### src/rtl/asym_fifo_pkg.sv
// -----------------------------------------------------------------------------
// asym_fifo_pkg
// Shared constants and elaboration-time helpers for the asym_fifo block.
//   DEF_R_WIDTH / DEF_RATIO / DEF_DEPTH : default parameter values
//   is_pow2()                           : power-of-two test
//   params_ok()                         : legality check for the geometry
// -----------------------------------------------------------------------------
package asym_fifo_pkg;

    localparam int DEF_R_WIDTH = 8;
    localparam int DEF_RATIO   = 2;
    localparam int DEF_DEPTH   = 8;

    function automatic bit is_pow2(input int v);
        return (v > 0) && ((v & (v - 1)) == 0);
    endfunction

    // Writes must land on slot-aligned addresses so a wide word never
    // straddles the wrap point; that needs DEPTH to be a multiple of RATIO.
    function automatic bit params_ok(input int r_width, input int ratio, input int depth);
        return (r_width >= 1) && is_pow2(ratio) && is_pow2(depth) &&
               ((depth % ratio) == 0) && (depth >= 2 * ratio);
    endfunction

endpackage

### src/rtl/asym_fifo_if.sv
// -----------------------------------------------------------------------------
// asym_fifo_if
// Producer/consumer bus for asym_fifo.
//   master : the side that pushes wide words and pops narrow words
//   slave  : the FIFO itself
// Signals: wr, w_data (wide), rd, r_data (narrow, fall-through), full, empty,
//          almost_full, almost_empty, count, wr_err, rd_err.
// -----------------------------------------------------------------------------
interface asym_fifo_if
    import asym_fifo_pkg::*;
#(
    parameter int R_WIDTH = DEF_R_WIDTH,
    parameter int RATIO   = DEF_RATIO,
    parameter int DEPTH   = DEF_DEPTH
) ();

    localparam int W_WIDTH = RATIO * R_WIDTH;
    localparam int CW      = $clog2(DEPTH + 1);

    logic               wr;
    logic [W_WIDTH-1:0] w_data;
    logic               rd;
    logic [R_WIDTH-1:0] r_data;
    logic               full;
    logic               empty;
    logic               almost_full;
    logic               almost_empty;
    logic [CW-1:0]      count;
    logic               wr_err;
    logic               rd_err;

    modport master (
        output wr, w_data, rd,
        input  r_data, full, empty, almost_full, almost_empty, count, wr_err, rd_err
    );

    modport slave (
        input  wr, w_data, rd,
        output r_data, full, empty, almost_full, almost_empty, count, wr_err, rd_err
    );

endinterface

### src/rtl/asym_fifo_mem.sv
// -----------------------------------------------------------------------------
// asym_fifo_mem
// Wide-write / narrow-read register file.
//   clk    : clock
//   w_en   : store all RATIO slices of w_data starting at w_addr
//   w_addr : slot-aligned narrow-word address of the first slice
//   w_data : wide word
//   r_addr : narrow-word read address
//   r_data : narrow word at r_addr (combinational, for fall-through reads)
// Slice ordering is resolved here: with LSB_FIRST the least-significant slice
// goes to the lowest address, otherwise the most-significant slice does.
// -----------------------------------------------------------------------------
module asym_fifo_mem
    import asym_fifo_pkg::*;
#(
    parameter int R_WIDTH   = DEF_R_WIDTH,
    parameter int RATIO     = DEF_RATIO,
    parameter int DEPTH     = DEF_DEPTH,
    parameter bit LSB_FIRST = 1'b1
) (
    input  logic                       clk,
    input  logic                       w_en,
    input  logic [$clog2(DEPTH)-1:0]   w_addr,
    input  logic [RATIO*R_WIDTH-1:0]   w_data,
    input  logic [$clog2(DEPTH)-1:0]   r_addr,
    output logic [R_WIDTH-1:0]         r_data
);

    localparam int AW = $clog2(DEPTH);

    // The read port is asynchronous: the head word must be visible in the
    // same cycle it becomes the head, so this stays a register file rather
    // than a block RAM with a registered read.
    logic [R_WIDTH-1:0] mem [DEPTH];
    logic [R_WIDTH-1:0] slice_data [RATIO];

    generate
        for (genvar gi = 0; gi < RATIO; gi++) begin : g_slice
            localparam int SRC = LSB_FIRST ? gi : (RATIO - 1 - gi);
            assign slice_data[gi] = w_data[SRC*R_WIDTH +: R_WIDTH];
        end
    endgenerate

    // w_addr is a multiple of RATIO, so w_addr + k never crosses the wrap.
    always_ff @(posedge clk) begin
        if (w_en) begin
            for (int k = 0; k < RATIO; k++) begin
                mem[w_addr + AW'(k)] <= slice_data[k];
            end
        end
    end

    assign r_data = mem[r_addr];

endmodule

### src/rtl/asym_fifo.sv
// -----------------------------------------------------------------------------
// asym_fifo
// Width-converting FIFO: one wide word in per write, RATIO narrow words out.
//   clk   : clock, all state on the rising edge
//   reset : synchronous active-high reset
//   bus   : asym_fifo_if.slave
//           wr/w_data      wide write request/data
//           rd             pop the current head (r_data)
//           r_data         head narrow word, 0 while empty
//           full           fewer than RATIO free narrow slots
//           empty          count == 0
//           almost_full    count >= AF_THRESH
//           almost_empty   count <= AE_THRESH
//           count          occupancy in narrow words
//           wr_err/rd_err  one-cycle pulse after a rejected request
// -----------------------------------------------------------------------------
module asym_fifo
    import asym_fifo_pkg::*;
#(
    parameter int R_WIDTH   = DEF_R_WIDTH,
    parameter int RATIO     = DEF_RATIO,
    parameter int DEPTH     = DEF_DEPTH,
    parameter bit LSB_FIRST = 1'b1,
    parameter int AF_THRESH = DEPTH - RATIO,
    parameter int AE_THRESH = 1
) (
    input  logic         clk,
    input  logic         reset,
    asym_fifo_if.slave   bus
);

    localparam int AW = $clog2(DEPTH);
    localparam int CW = $clog2(DEPTH + 1);

    generate
        if (!params_ok(R_WIDTH, RATIO, DEPTH)) begin : g_param_err
            $error("asym_fifo: illegal geometry R_WIDTH=%0d RATIO=%0d DEPTH=%0d",
                   R_WIDTH, RATIO, DEPTH);
        end
    endgenerate

    logic [AW-1:0]      w_ptr_reg, w_ptr_next;
    logic [AW-1:0]      r_ptr_reg, r_ptr_next;
    logic [CW-1:0]      count_reg, count_next;
    logic               wr_err_reg, wr_err_next;
    logic               rd_err_reg, rd_err_next;

    logic               full_flag;
    logic               empty_flag;
    logic               wr_ok;
    logic               rd_ok;
    logic [R_WIDTH-1:0] mem_r_data;

    // Flags come straight from the registered count, so accept decisions
    // always use the pre-edge state: a full FIFO rejects a write even when a
    // read in the same cycle would have freed a slot, and an empty FIFO
    // rejects a read even when a write lands in the same cycle.
    assign full_flag  = (int'(count_reg) > (DEPTH - RATIO));
    assign empty_flag = (count_reg == '0);

    assign wr_ok = bus.wr & ~full_flag;
    assign rd_ok = bus.rd & ~empty_flag;

    always_comb begin
        w_ptr_next  = w_ptr_reg;
        r_ptr_next  = r_ptr_reg;
        count_next  = count_reg;
        wr_err_next = bus.wr & full_flag;
        rd_err_next = bus.rd & empty_flag;

        // DEPTH is a power of two, so the natural wrap of the pointer
        // registers implements the modulo.
        if (wr_ok) begin
            w_ptr_next = w_ptr_reg + AW'(RATIO);
        end
        if (rd_ok) begin
            r_ptr_next = r_ptr_reg + AW'(1);
        end

        // A write is only accepted with at least RATIO free slots, so the
        // intermediate sum never exceeds DEPTH.
        count_next = count_reg
                   + (wr_ok ? CW'(RATIO) : CW'(0))
                   - (rd_ok ? CW'(1)     : CW'(0));
    end

    always_ff @(posedge clk) begin
        if (reset) begin
            w_ptr_reg  <= '0;
            r_ptr_reg  <= '0;
            count_reg  <= '0;
            wr_err_reg <= 1'b0;
            rd_err_reg <= 1'b0;
        end else begin
            w_ptr_reg  <= w_ptr_next;
            r_ptr_reg  <= r_ptr_next;
            count_reg  <= count_next;
            wr_err_reg <= wr_err_next;
            rd_err_reg <= rd_err_next;
        end
    end

    asym_fifo_mem #(
        .R_WIDTH   (R_WIDTH),
        .RATIO     (RATIO),
        .DEPTH     (DEPTH),
        .LSB_FIRST (LSB_FIRST)
    ) u_mem (
        .clk    (clk),
        .w_en   (wr_ok),
        .w_addr (w_ptr_reg),
        .w_data (bus.w_data),
        .r_addr (r_ptr_reg),
        .r_data (mem_r_data)
    );

    // Storage is never cleared, so stale contents are masked while empty.
    assign bus.r_data       = empty_flag ? '0 : mem_r_data;
    assign bus.full         = full_flag;
    assign bus.empty        = empty_flag;
    assign bus.almost_full  = (int'(count_reg) >= AF_THRESH);
    assign bus.almost_empty = (int'(count_reg) <= AE_THRESH);
    assign bus.count        = count_reg;
    assign bus.wr_err       = wr_err_reg;
    assign bus.rd_err       = rd_err_reg;

endmodule

### src/flat_wrapper.sv
// flat-port wrapper written by rule: the top's interface ports become plain ports
module asym_fifo_flat import asym_fifo_pkg::*;
#(
    parameter int R_WIDTH   = DEF_R_WIDTH,
    parameter int RATIO     = DEF_RATIO,
    parameter int DEPTH     = DEF_DEPTH,
    parameter bit LSB_FIRST = 1'b1,
    parameter int AF_THRESH = DEPTH - RATIO,
    parameter int AE_THRESH = 1
)
  (clk, reset, bus_wr, bus_w_data, bus_rd, bus_r_data, bus_full, bus_empty, bus_almost_full, bus_almost_empty, bus_count, bus_wr_err, bus_rd_err);
  asym_fifo_if #(.R_WIDTH(R_WIDTH), .RATIO(RATIO), .DEPTH(DEPTH)) bus_i ();
  input  logic clk;
  input  logic reset;
  input wire logic [$bits(bus_i.wr)-1:0] bus_wr;
  input wire logic [$bits(bus_i.w_data)-1:0] bus_w_data;
  input wire logic [$bits(bus_i.rd)-1:0] bus_rd;
  output wire logic [$bits(bus_i.r_data)-1:0] bus_r_data;
  output wire logic [$bits(bus_i.full)-1:0] bus_full;
  output wire logic [$bits(bus_i.empty)-1:0] bus_empty;
  output wire logic [$bits(bus_i.almost_full)-1:0] bus_almost_full;
  output wire logic [$bits(bus_i.almost_empty)-1:0] bus_almost_empty;
  output wire logic [$bits(bus_i.count)-1:0] bus_count;
  output wire logic [$bits(bus_i.wr_err)-1:0] bus_wr_err;
  output wire logic [$bits(bus_i.rd_err)-1:0] bus_rd_err;
  assign bus_i.wr = bus_wr;
  assign bus_i.w_data = bus_w_data;
  assign bus_i.rd = bus_rd;
  assign bus_r_data = bus_i.r_data;
  assign bus_full = bus_i.full;
  assign bus_empty = bus_i.empty;
  assign bus_almost_full = bus_i.almost_full;
  assign bus_almost_empty = bus_i.almost_empty;
  assign bus_count = bus_i.count;
  assign bus_wr_err = bus_i.wr_err;
  assign bus_rd_err = bus_i.rd_err;
  asym_fifo #(.R_WIDTH(R_WIDTH), .RATIO(RATIO), .DEPTH(DEPTH), .LSB_FIRST(LSB_FIRST), .AF_THRESH(AF_THRESH), .AE_THRESH(AE_THRESH)) u_core (.clk(clk), .reset(reset), .bus(bus_i));
endmodule
### config.mk
export PLATFORM = sky130hd
export DESIGN_NAME = asym_fifo_flat
export DESIGN_NICKNAME = d
export VERILOG_FILES = /design/src/rtl/asym_fifo_pkg.sv /design/src/rtl/asym_fifo_if.sv /design/src/rtl/asym_fifo_mem.sv /design/src/rtl/asym_fifo.sv /design/src/flat_wrapper.sv
export SDC_FILE = /design/constraint.sdc
export NUM_CORES = 1
export LEC_CHECK = 0
export CORE_MARGIN = 10
export CORE_UTILIZATION = 50
export DETAILED_ROUTE_END_ITERATION = 12
export PLACE_DENSITY = 0.8
export SLEW_MARGIN = 15
export SYNTH_ARGS = -nofsm -noshare
export SYNTH_HDL_FRONTEND = slang
export SYNTH_SLANG_ARGS = --single-unit
### constraint.sdc
create_clock -name clk -period 4.39 [get_ports clk]
set_input_delay 0.878 -clock clk [delete_from_list [all_inputs] [get_ports clk]]
set_output_delay 0.878 -clock clk [all_outputs]
set_load 0.01 [all_outputs]
=== Yosys cells after proc, flatten, opt, wreduce, memory -nomap -nowiden ===
Memories as Yosys holds them, arrays and structs flattened. A register that Yosys moved wholly into a read port is not among the register bits.
Index checks and enable logic that the tools add are counted.

* $add $sub $neg: 5
* Multiply operators: 0
* Div/mod/pow operators: 0
* Order comparisons: 3
* Equal/unequal tests: 0
* Shift-type cells: 0
* Multiplexer cells: 7
* Bitwise operators: 6
* Reduce and logical (&&, ||, !) cells: 1

{| class="wikitable"
|+ Operator list
! cell !! number
|-
| 2-to-1 mux 8 bit || 1
|-
| adder 3 x 1 -> 3 bit, second input constant || 2
|-
| 2-to-1 mux 3 bit || 2
|-
| adder 4 bit || 1
|-
| AND 1 bit || 4
|-
| greater-or-equal comparator 4 x 3 -> 1 bit, second input constant || 1
|-
| greater-than comparator 4 x 3 -> 1 bit, second input constant || 1
|-
| less-or-equal comparator 4 x 1 -> 1 bit, second input constant || 1
|-
| zero test 4 bit || 1
|-
| subtractor 4 bit || 1
|-
| adder 3 x 2 -> 3 bit, second input constant || 1
|-
| 2-to-1 mux 1 bit || 3
|-
| 2-to-1 mux 2 bit || 1
|-
| inverter 1 bit || 2
|}

* Bits in registers: 12
* Latch bits: 0
* Memory bits (writable): 64
* Bits in read-only memories: 0
* Bits of input ports: 20
* Output and inout bits: 18
* Logic and storage cells: 28
* Memories: 1

{| class="wikitable"
|+ Memories
! name !! depth !! bits a word !! read ports !! clocked after memory_dff !! wr ports !! line !! text
|-
| u_core.u_mem.mem || 8 || 8 || 1 || 1 || 2 || asym_fifo_mem.sv:34 || <nowiki>logic [R_WIDTH-1:0] mem [DEPTH];</nowiki>
|}

=== Longest topological paths before layout ===
Gate-level depths: netlist of run 1.

* Depth after elaboration: 6
* Depth in mapped cells: 11

=== Hierarchy ===
A second synthesis of run 1 with hierarchy kept.

* Cell total of the unflattened synthesis: 264
* Area total of the unflattened synthesis: 3975.1 sq um

{| class="wikitable"
|+ Modules (own cells, without submodules)
! module !! times used !! cells an instance !! area each (sq um) !! seq. area each (sq um)
|-
| asym_fifo_mem || 1 || 187 || 3333.2 || 1921.8
|-
| asym_fifo || 1 || 77 || 641.9 || 220.2
|}

=== Worst setup path after synthesis of run 1 ===
OpenSTA, ideal clock, no wires.

* Kind: reg2reg
* From: register u_core.count_reg[3] (netlist: u_core.bus.count[3])
* To: register u_core.count_reg[3] (netlist: u_core.bus.count[3])
* Library setup time: 0.128 ns
* Data arrival time: 2.365 ns
* Required time: 4.262 ns
* Path slack: 1.897 ns
* Stages on the path, launching flop included: 12
* Clock period less this slack: 2.493 ns
* Cells stage by stage: dfxtp_1 > inv_1 > ha_1 > and3_1 > a211oi_2 > inv_1 > ha_1 > inv_1 > ha_1 > fa_1 > xor2_1 > nor2_1

* Word-level cells in the longest chain between the ends: 6
* Elaborated cells on any way between the ends: 10

{| class="wikitable"
|+ RTL lines
! what !! line !! text
|-
| from (decl) || asym_fifo.sv:44 || <nowiki>logic [CW-1:0] count_reg, count_next;</nowiki>
|-
| from (signal assigned) || asym_fifo.sv:97 || <nowiki>count_reg <= count_next;</nowiki>
|-
| greater-than comparator 4 x 3 -> 1 bit || asym_fifo.sv:58 || <nowiki>assign full_flag = (int'(count_reg) > (DEPTH - RATIO));</nowiki>
|-
| inverter 1 bit || asym_fifo.sv:61 || <nowiki>assign wr_ok = bus.wr & ~full_flag;</nowiki>
|-
| AND 1 bit || asym_fifo.sv:61 ||
|-
| 2-to-1 mux 2 bit || asym_fifo.sv:83 || <nowiki>+ (wr_ok ? CW'(RATIO) : CW'(0))</nowiki>
|-
| adder 4 bit || asym_fifo.sv:83 ||
|-
| subtractor 4 bit (*) || asym_fifo.sv:84 || <nowiki>- (rd_ok ? CW'(1) : CW'(0));</nowiki>
|}

Mark *: on every way between the ends. The rest lies on a longest branch, timed or not.
A chain may end at the register's enable or synchronous reset.

=== Worst setup path after layout of run 1 ===
* From: register u_core.count_reg[3] (netlist: u_core.bus.count[3])
* To: output bus_r_data[3]

* Word-level cells in the longest chain between the ends: 2

{| class="wikitable"
|+ RTL lines
! what !! line !! text
|-
| zero test 4 bit || asym_fifo.sv:59 || <nowiki>assign empty_flag = (count_reg == '0);</nowiki>
|-
| 2-to-1 mux 8 bit || asym_fifo.sv:118 || <nowiki>assign bus.r_data = empty_flag ? '0 : mem_r_data;</nowiki>
|-
| to (decl) || flat_wrapper.sv:18 || <nowiki>output wire logic [$bits(bus_i.r_data)-1:0] bus_r_data;</nowiki>
|}

Every way passes these cells.

==> results of run 1 <==
[critical path, delay by kind of cell (launching register included)]
kind                     cells  cell delay, ns
AND/OR/NAND/NOR              2            0.88
adder cells (fa/ha/maj)      1            0.22
buffers and inverters        3            0.76
flip-flops                   1            0.39
AO/OA/AOI/OAI                1            0.26
[how the worst min path moves through the flow]
stage | endpoint | slack (ns) | depth (start not counted)
2_1_floorplan | register | 0.47 | 2
3_3_place_gp | u_core.r_ptr_reg[1]$_SDFFE_PP0N_ | 0.50 | 2
3_5_place_dp | u_core.r_ptr_reg[1]$_SDFFE_PP0N_ | 0.50 | 2
6_report | u_core.w_ptr_reg[2]$_SDFFE_PP0P_ | 0.53 | 2
5_1_grt | u_core.r_ptr_reg[1]$_SDFFE_PP0N_ | 0.57 | 2
4_1_cts | u_core.r_ptr_reg[1]$_SDFFE_PP0N_ | 0.52 | 2
[layout by cell type, fill, tap and decap left out, types with 2 or more instances in the layout]
cell,synthesis,final
a21oi_1,6,6
a22o_1,8,8
and2_1,5,5
clkbuf_8,0,9
clkdlybuf4s50_1,0,37
clkinvlp_4,0,2
dfxtp_1,14,14
edfxtp_1,64,64
ha_1,11,11
inv_1,15,15
mux4_1,13,13
mux4_2,3,3
nand2_1,2,2
nand2b_1,2,2
nor2_1,7,7
nor2b_1,2,2
nor3_1,2,2
o21ai_0,2,2
[kinds of logic after synthesis]
| kind of cell | count (synthesis) |
|---|---|
| AO/OA/AOI/OAI | 19 |
| multiplexers | 18 |
| flip-flops | 78 |
| AND/OR/NAND/NOR | 24 |
| buffers and inverters | 21 |
| XOR/XNOR | 1 |
| adder cells (fa/ha/maj) | 12 |
[per-layer routing]
metal	routed length, um	vias up
met4	97	0
met1	2436	768
li1	-	765
met5	0	-
met3	226	16
met2	2720	40
[power by group through the flow]
stage / registers (mW) / clock network [mW] / logic (mW)
after global placement: 0.969 / 0 / 0.629
final: 0.957 / 0.506 / 0.632
after CTS: 0.958 / 0.517 / 0.643
after detailed placement: 0.975 / 0 / 0.637
after floorplan: 0.952 / 0 / 0.388
after global routing: 0.969 / 0.546 / 0.697
[layout make-up]
class | instances | area, um^2
fillers | 430 | 2240
flip-flops and latches | 78 | 2202
multi-input cells | 74 | 865.8
repair buffers | 38 | 377.9
clock buffers | 10 | 127.6
well taps | 75 | 93.84
clock inverters | 6 | 62.56
inverters | 15 | 56.30
[synth_stat cells, drive strengths merged]
cell / number / area [um^2]
edfxtp: 64 / 1922
mux4: 16 / 409.1
inv: 15 / 56.30
dfxtp: 14 / 280.3
ha: 11 / 137.6
a22o: 8 / 70.07
nor2: 7 / 26.28
a21oi: 6 / 30.03
and2: 5 / 31.28
buf: 3 / 36.28
clkbuf: 3 / 12.51
nand2: 2 / 7.510
nand2b: 2 / 12.51
nor2b: 2 / 12.51
nor3: 2 / 10.01
o21ai: 2 / 10.01
a211oi: 1 / 12.51
a311oi: 1 / 8.760
a31o: 1 / 8.760
and3: 1 / 6.260
fa: 1 / 20.02
mux2: 1 / 11.26
mux2i: 1 / 10.01
nand3: 1 / 5.000
or3: 1 / 6.260
or3b: 1 / 11.26
xor2: 1 / 8.760
[metrics by stage]
stage	cells	power (mW)	util [%]	cell area [um^2]
finish	296	2.095	62.83	3786
floorplan	173	1.340	-	3173
global route	296	2.212	62.83	3786
detailed placement	280	1.613	59.68	3596
global placement	280	1.598	59.68	3596
CTS	296	2.118	62.83	3786
==> qor.csv, run 1 <==
metric,value,unit
period utilization,84.86,%
Setup crit end,bus_r_data[3],
vias in the first global route,1653,
CP max stage cell,nor2_1,
layout cells sized above 1,9.955,%
crit-path max FO,8,
cells on worst reg2reg path,10,
met2 Use GR,17.97,%
CTS Buf Count,9,
# rows,28,
worst path arrival time,2.85,ns
cell mode on critical path,inv_1,
antenna violations before repair,0,
pwr dens,553.3,mW/mm^2
H-tree Lvls,3,
Die Wd,99.66,um
drt total wl,5480,um
Critical Path End Type,output pin,
die height,99.66,um
DRC viols,0,
Leak,1.338,nW
combinational share of power,30.2,%
Netlist cell types,31,
Clock transition at path regs,0.08,ns
R2R setup slack,1.73,ns
Final setup viols,0,
Net Sw Frac,28.17,%
Period minus WS final,3.725,ns
Fin. Hold Viols,0,
"Critical Path, Cell by Cell","inv_1, ha_1, or3b_4, inv_1, nor2_1, a22o_1, clkdlybuf4s50_1",
met1 global-route usage,13.99,%
CTS tree,done,
DR vias,1589,
worst r2r src,u_core.bus.count[3]$_SDFF_PP0_,
clock buffer depth,2,
sw power,0.5901,mW
die area,0.009932,mm^2
total track usage,11.47,%
RSZ-0062 raised after global routing,no,
"worst slack, placed",1.109,ns
final worst slack,0.6648,ns
Initial Util,52.66,%
Seq pwr share,45.7,%
Synthesized Nets,205,
MaxCap Viol Count,0,
Post-Synth Simple-Gate Area,4.062,%
clock sink count,78,
#FFs+latches synth,78,
clock skew,0.008661,ns
Area Overhead vs Synth,19.32,%
Final Max Tran Viols,0,
Int Power,1.505,mW
first-pass GRT wire length,8763,um
max reg flops,64,
worst hold start,u_core.w_ptr_reg[2]$_SDFFE_PP0P_,
cts hold-fix bufs,0,
RR Endpoint,u_core.bus.count[2]$_SDFF_PP0_,
number of setup buffers added after CTS,0,
CP Class,reg2out,
relative slew slack,43.19,%
HPWL after DPL,3681,um
mux cell area share after synthesis,13.56,%
register area share after synthesis,69.40,%
area share of fa/ha/maj cells after synthesis,4.968,%
IO Port Bufs,37,
CORE AREA,0.006026,mm^2
DRT iter0 DRCs,107,
"Cell Area, Synth",0.003173,mm^2
Fmax,268.4,MHz
pin count of the biggest net entering global routing,17,
global route hottest layer,met2,
Antenna Cells,0,
xor/xnor share of the synthesized area,0.2760,%
DR vias/cell,5.368,
largest family of logic cells by synthesized area,multiplexers,
actual slew at the worst max-slew pin,0.8522,ns
Hold Crit Class,reg2reg,
Cells after Synth,173,
Crit. Startpoint,u_core.bus.count[3]$_SDFF_PP0_,
final hold slack,0.5296,ns
CTS root buffer,clkbuf_8,
CP peak stage delay,0.62,ns
grt met3 use,3.183,%
run status,finished clean,
peak supply drop,0.0002772,V
CP required,3.51,ns
Startpoint Class,register,
IO Pins,38,
final setup TNS,0,ns
Compound-Gate Fraction of Synth Area,4.416,%
worst skew pair latency,0.34,ns
total gr overflow,0,
post-synthesis average cell area,18.34,um^2
final RePlAce weighted congestion,0.7046,
Final #Nets,248,
Antenna Nets Post-Route,0,
DRT Pass-1 Iters,4,
Yosys Warn Count,0,
Post-CTS Resized,0,
WL per Instance,18.51,um
clock network fraction of total power,24.1,%
(Power assumes the default switching activity.)
==> run 2: changes to the inputs <==
==> constraint.sdc (replaced) <==
create_clock -name clk -period 3.6 [get_ports clk]
set_input_delay 0.72 -clock clk [delete_from_list [all_inputs] [get_ports clk]]
set_output_delay 0.72 -clock clk [all_outputs]
set_load 0.01 [all_outputs]
==> run 2 against run 1 <==
Die area did not move. Clock power is 30% higher. Sequential share of layout area down 0.63 points. Sequential power up 22%. Worst setup slack lost 0.29 ns. Via count barely moved. Register-to-register slack worse by 0.66 ns. Clock skew decreased by 0.0019 ns.
==> qor.csv, run 2 (same netlist as run 1, synthesis figures left out) <==
metric,value,unit,change
final setup TNS,0,ns,unchanged
Fin. Hold Viols,0,,unchanged
max reg flops,64,,unchanged
Placement Cell Area,0.003626,mm^2,+0.84%
antenna violations before repair,0,,unchanged
Fmax,310.4,MHz,
Final Max Tran Viols,0,,unchanged
Final #Nets,252,,+1.6%
Clock transition at path regs,0.07,ns,about the same
MaxCap Viol Count,0,,unchanged
die area,0.009932,mm^2,unchanged
peak supply drop,0.0003599,V,+30%
relative slew slack,43.82,%,+0.63 points
worst skew pair latency,0.33,ns,about the same
run status,finished clean,,
total gr overflow,0,,unchanged
# rows,28,,unchanged
Leak,1.372,nW,+2.6%
die height,99.66,um,unchanged
period utilization,89.50,%,
clock sink count,78,,unchanged
DP Cell Count,284,,+1.4%
clock skew,0.006765,ns,-0.001896 ns
DRT Pass-1 Iters,4,,unchanged
Crit. Startpoint,u_core.bus.count[3]$_SDFF_PP0_,,
CP Class,reg2out,,
drt total wl,5519,um,+0.71%
Area Overhead vs Synth,20.62,%,
CTS root buffer,clkbuf_8,,
CTS Buf Count,9,,unchanged
Post-CTS Resized,0,,unchanged
HPWL after DPL,3797,um,+3.2%
cells on worst reg2reg path,12,,+2
layout cells sized above 1,11.16,%,+1.2 points
Total Power,2.613,mW,+25%
DRT iter0 DRCs,53,,-50%
worst r2r src,u_core.bus.count[3]$_SDFF_PP0_,,
DRC viols,0,,unchanged
WL per Instance,18.46,um,-0.30%
actual slew at the worst max-slew pin,0.8427,ns,-0.009495 ns
Setup crit end,bus_r_data[6],,
Antenna Nets Post-Route,0,,unchanged
Critical Path End Type,output pin,,
first-pass GRT wire length,8956,um,+2.2%
RR Endpoint,u_core.bus.count[3]$_SDFF_PP0_,,
vias in the first global route,1788,,+8.2%
Antenna Cells,0,,unchanged
cts hold-fix bufs,0,,unchanged
CTS tree,done,,
"commonest non-fill, non-tap cells in the layout","edfxtp_1, clkdlybuf4s50_1, inv_1",,
"worst slack, placed",0.7236,ns,-0.3858 ns
Post-Layout Inst Area,0.003827,mm^2,+1.1%
final instance count without filler cells,299,,+1.0%
crit-path max FO,8,,unchanged
number of setup buffers added after CTS,0,,unchanged
met2 Use GR,19.51,%,+1.5 points
DR vias/cell,5.318,,-0.94%
met1 global-route usage,13.05,%,-0.93 points
final core occ,63.52,%,+0.69 points
IO Port Bufs,37,,unchanged
grt met3 use,3.599,%,+0.42 points
"most common cell after layout, fill and taps aside",edfxtp_1,,
global route hottest layer,met2,,
final worst slack,0.3780,ns,-0.2867 ns
Startpoint Class,register,,
Initial Util,52.66,%,unchanged
pin count of the biggest net entering global routing,17,,unchanged
Hold Crit Class,reg2reg,,
worst path arrival time,2.50,ns,-0.35 ns
CORE AREA,0.006026,mm^2,unchanged
Period minus WS final,3.222,ns,
CP required,2.88,ns,-0.63 ns
final hold slack,0.5197,ns,-0.009878 ns
RSZ-0062 raised after global routing,no,,
clock buffer depth,2,,unchanged
Die Wd,99.66,um,unchanged
R2R setup slack,1.07,ns,-0.66 ns
final RePlAce weighted congestion,0.7142,,+1.4%
H-tree Lvls,3,,unchanged
DR vias,1590,,+0.063%
IO Pins,38,,unchanged
pwr dens,682.8,mW/mm^2,+23%
total track usage,11.62,%,+0.15 points
Final setup viols,0,,unchanged
-- run 2: cell type report --
cell class              count  area, um^2
clock inverters             6       77.57
fillers                   424        2198
well taps                  75       93.84
flip-flops and latches     78        2202
clock buffers               9       123.9
repair buffers             42       407.9
multi-input cells          74       865.8
inverters                  15       56.30
-- run 2: where the power goes --
group          internal (mW)  leakage [nW]  switching (mW)  total [mW]
combinational          0.432         0.569           0.355       0.787
clock                  0.379         0.104           0.280       0.659
sequential              1.10         0.700          0.0679        1.17
-- run 2: worst min path at each step --
| stage | startpoint | to | slack, ns | cells past startpoint |
|---|---|---|---|---|
| final | u_core.r_ptr_reg[1]$_SDFFE_PP0N_ | u_core.r_ptr_reg[1]$_SDFFE_PP0N_ | 0.52 | 2 |
| after global routing | u_core.r_ptr_reg[1]$_SDFFE_PP0N_ | register | 0.56 | 2 |
| after CTS | u_core.r_ptr_reg[1]$_SDFFE_PP0N_ | register | 0.53 | 2 |
| after detailed placement | u_core.r_ptr_reg[1]$_SDFFE_PP0N_ | u_core.r_ptr_reg[1]$_SDFFE_PP0N_ | 0.51 | 2 |
| after global placement | u_core.r_ptr_reg[1]$_SDFFE_PP0N_ | u_core.r_ptr_reg[1]$_SDFFE_PP0N_ | 0.50 | 2 |
| after floorplan | u_core.r_ptr_reg[1]$_SDFFE_PP0N_ | register | 0.47 | 2 |
-- run 2: worst max-delay path, cell delays in order, from the launching register on --
cell	delay, ns
dfxtp_1	0.34
inv_1	0.12
ha_1	0.19
or3b_4	0.41
inv_1	0.16
nor2_1	0.06
buf_4	0.17
a22o_1	0.23
clkdlybuf4s50_1	0.47
-- run 2: routing by layer --
layer | vias to the layer above | wire [um]
met5 | - | 0
met4 | 0 | 75
met3 | 8 | 226
met2 | 26 | 2896
met1 | 789 | 2320
li1 | 767 | -
==> run 3: changes to the inputs <==
--- a/config.mk
+++ b/config.mk
@@ -6,10 +6,10 @@
 export NUM_CORES = 1
 export LEC_CHECK = 0
 export CORE_MARGIN = 10
-export CORE_UTILIZATION = 50
+export CORE_UTILIZATION = 55
 export DETAILED_ROUTE_END_ITERATION = 12
-export PLACE_DENSITY = 0.8
-export SLEW_MARGIN = 15
+export PLACE_DENSITY = 0.86
+export SLEW_MARGIN = 40
 export SYNTH_ARGS = -nofsm -noshare
 export SYNTH_HDL_FRONTEND = slang
 export SYNTH_SLANG_ARGS = --single-unit
==> run 3 against run 2 <==
Die area down 7.3%. Cell count down 1.0%. First-iteration DRC count grew to 2.6 times the previous value. Count of clock-buffer cells in the layout is the same. Design area about the same. Combinational power is 0.5% lower. Routed wire length is 1.5% higher. Sequential power hardly changed. Clock skew grew 0.0089 ns. Sequential share of layout area hardly changed. Largest power group unchanged.
==> qor.csv, run 3 (same netlist as run 1, synthesis figures left out) <==
metric,value,unit,change
Antenna Nets Post-Route,0,,unchanged
final setup TNS,0,ns,unchanged
H-tree Lvls,3,,unchanged
cts hold-fix bufs,0,,unchanged
"most common cell after layout, fill and taps aside",edfxtp_1,,
DRT Pass-1 Iters,4,,unchanged
clock network fraction of total power,25.2,%,about the same
Int Power,1.857,mW,-2.8%
worst path arrival time,2.53,ns,+0.03 ns
DR vias,1620,,+1.9%
relative slew slack,47.38,%,+3.6 points
Hold Crit Class,reg2reg,,
IO Pins,38,,unchanged
max reg flops,64,,unchanged
Net Sw Frac,28.79,%,+1.9 points
pin count of the biggest net entering global routing,17,,unchanged
clock skew,0.01568,ns,+0.008914 ns
die area,0.009207,mm^2,-7.3%
Fmax,307.6,MHz,-0.89%
Critical Path End Type,output pin,,
Final #Nets,251,,-0.40%
RSZ-0062 raised after global routing,no,,
WL per Instance,18.93,um,+2.6%
Die Wd,95.96,um,-3.7%
clock buffer depth,2,,unchanged
final core occ,69.06,%,+5.5 points
run status,finished clean,,
vias in the first global route,1660,,-7.2%
drt total wl,5603,um,+1.5%
IO Port Bufs,37,,unchanged
sw power,0.7505,mW,+6.8%
peak supply drop,0.0004267,V,+19%
# rows,27,,-3.6%
HPWL after DPL,3659,um,-3.7%
die height,95.96,um,-3.7%
period utilization,90.30,%,+0.80 points
MaxCap Viol Count,0,,unchanged
pwr dens,681.4,mW/mm^2,-0.21%
antenna violations before repair,0,,unchanged
CTS tree,done,,
layout cells sized above 1,12.50,%,+1.3 points
clock sink count,78,,unchanged
total track usage,12.95,%,+1.3 points
DR vias/cell,5.473,,+2.9%
Antenna Cells,0,,unchanged
Startpoint Class,register,,
number of setup buffers added after CTS,0,,unchanged
CP Class,reg2out,,
total gr overflow,0,,unchanged
Post-CTS Resized,0,,unchanged
CORE AREA,0.005540,mm^2,-8.1%
DRT iter0 DRCs,137,,+160%
CTS Buf Count,9,,unchanged
Setup crit end,bus_r_data[3],,
CTS root buffer,clkbuf_8,,
Area Overhead vs Synth,20.58,%,about the same
DRC viols,0,,unchanged
Seq pwr share,44.7,%,about the same
crit-path max FO,10,,+2
combinational share of power,30.0,%,about the same
R2R setup slack,0.97,ns,-0.10 ns
Final setup viols,0,,unchanged
actual slew at the worst max-slew pin,0.7893,ns,-0.05343 ns
worst r2r src,u_core.bus.count[3]$_SDFF_PP0_,,
cells on worst reg2reg path,11,,-1
RR Endpoint,u_core.bus.count[3]$_SDFF_PP0_,,
Period minus WS final,3.251,ns,+0.02893 ns
Clock transition at path regs,0.08,ns,about the same
worst hold start,u_core.r_ptr_reg[1]$_SDFFE_PP0N_,,
worst skew pair latency,0.36,ns,+0.03 ns
final RePlAce weighted congestion,0.7030,,-1.6%
Leak,1.369,nW,-0.25%
"commonest non-fill, non-tap cells in the layout","edfxtp_1, clkdlybuf4s50_1, inv_1",,
Initial Util,57.27,%,+4.6 points
Fin. Hold Viols,0,,unchanged
CP required,2.88,ns,about the same
first-pass GRT wire length,8673,um,-3.2%
Final Max Tran Viols,0,,unchanged
-- run 3: cell types whose count changed in the layout (fill, tap and decap cells not counted), sizes merged --
cell / before / now
buf: 5 / 4
bufinv: 2 / 1
clkinv: 4 / 5
inv: 15 / 16
-- run 3: metrics by stage --
stage | setup slack (ns) | instance area, um^2 | hold slack, ns | std cells | power (mW)
3_3_place_gp | 0.7267 | 3607 | 0.4877 | 279 | 1.950
4_1_cts | 0.3025 | 3814 | 0.5043 | 295 | 2.643
2_1_floorplan | 1.107 | 3173 | 0.4717 | 173 | 1.634
6_report | 0.3491 | 3826 | 0.5147 | 296 | 2.607
3_5_place_dp | 0.6911 | 3607 | 0.4926 | 279 | 1.975
5_1_grt | 0.2314 | 3826 | 0.5323 | 296 | 2.745
-- run 3: layer usage --
layer	global-route usage, %	vias to the layer above	wire [um]
met5	0	-	0
met4	4.791	0	53
met3	4.591	6	245
met2	22.40	31	3043
met1	14.43	813	2261
li1	-	770	-
-- run 3: worst min path at each step --
stage	to	slack [ns]	cells past startpoint
after floorplan	register	0.47	2
after global placement	u_core.r_ptr_reg[1]$_SDFFE_PP0N_	0.49	2
after detailed placement	u_core.r_ptr_reg[1]$_SDFFE_PP0N_	0.49	2
after CTS	u_core.r_ptr_reg[1]$_SDFFE_PP0N_	0.50	2
after global routing	register	0.53	2
final	u_core.r_ptr_reg[1]$_SDFFE_PP0N_	0.51	2
-- run 3: power groups by stage --
stage,Combinational [mW],Sequential (mW),Clock [mW]
2_1_floorplan,0.473,1.16,0
4_1_cts,0.801,1.17,0.673
5_1_grt,0.858,1.18,0.708
6_report,0.783,1.17,0.658
3_5_place_dp,0.788,1.19,0
3_3_place_gp,0.771,1.18,0
-- run 3: critical path, stage by stage, from the launching register on --
cell             delay (ns)
dfxtp_1                0.56
buf_4                  0.30
mux4_1                 0.58
a22o_1                 0.26
clkdlybuf4s50_1        0.48
-- run 3: area by class of cell --
type	instances	area, um^2
Inverter	15	56.30
Sequential cell	78	2202
Timing Repair Buffer	41	404.1
Fill cell	370	1714
Tap cell	72	90.09
Clock buffer	9	123.9
Clock inverter	7	82.58
Multi-Input combinational cell	74	867.1
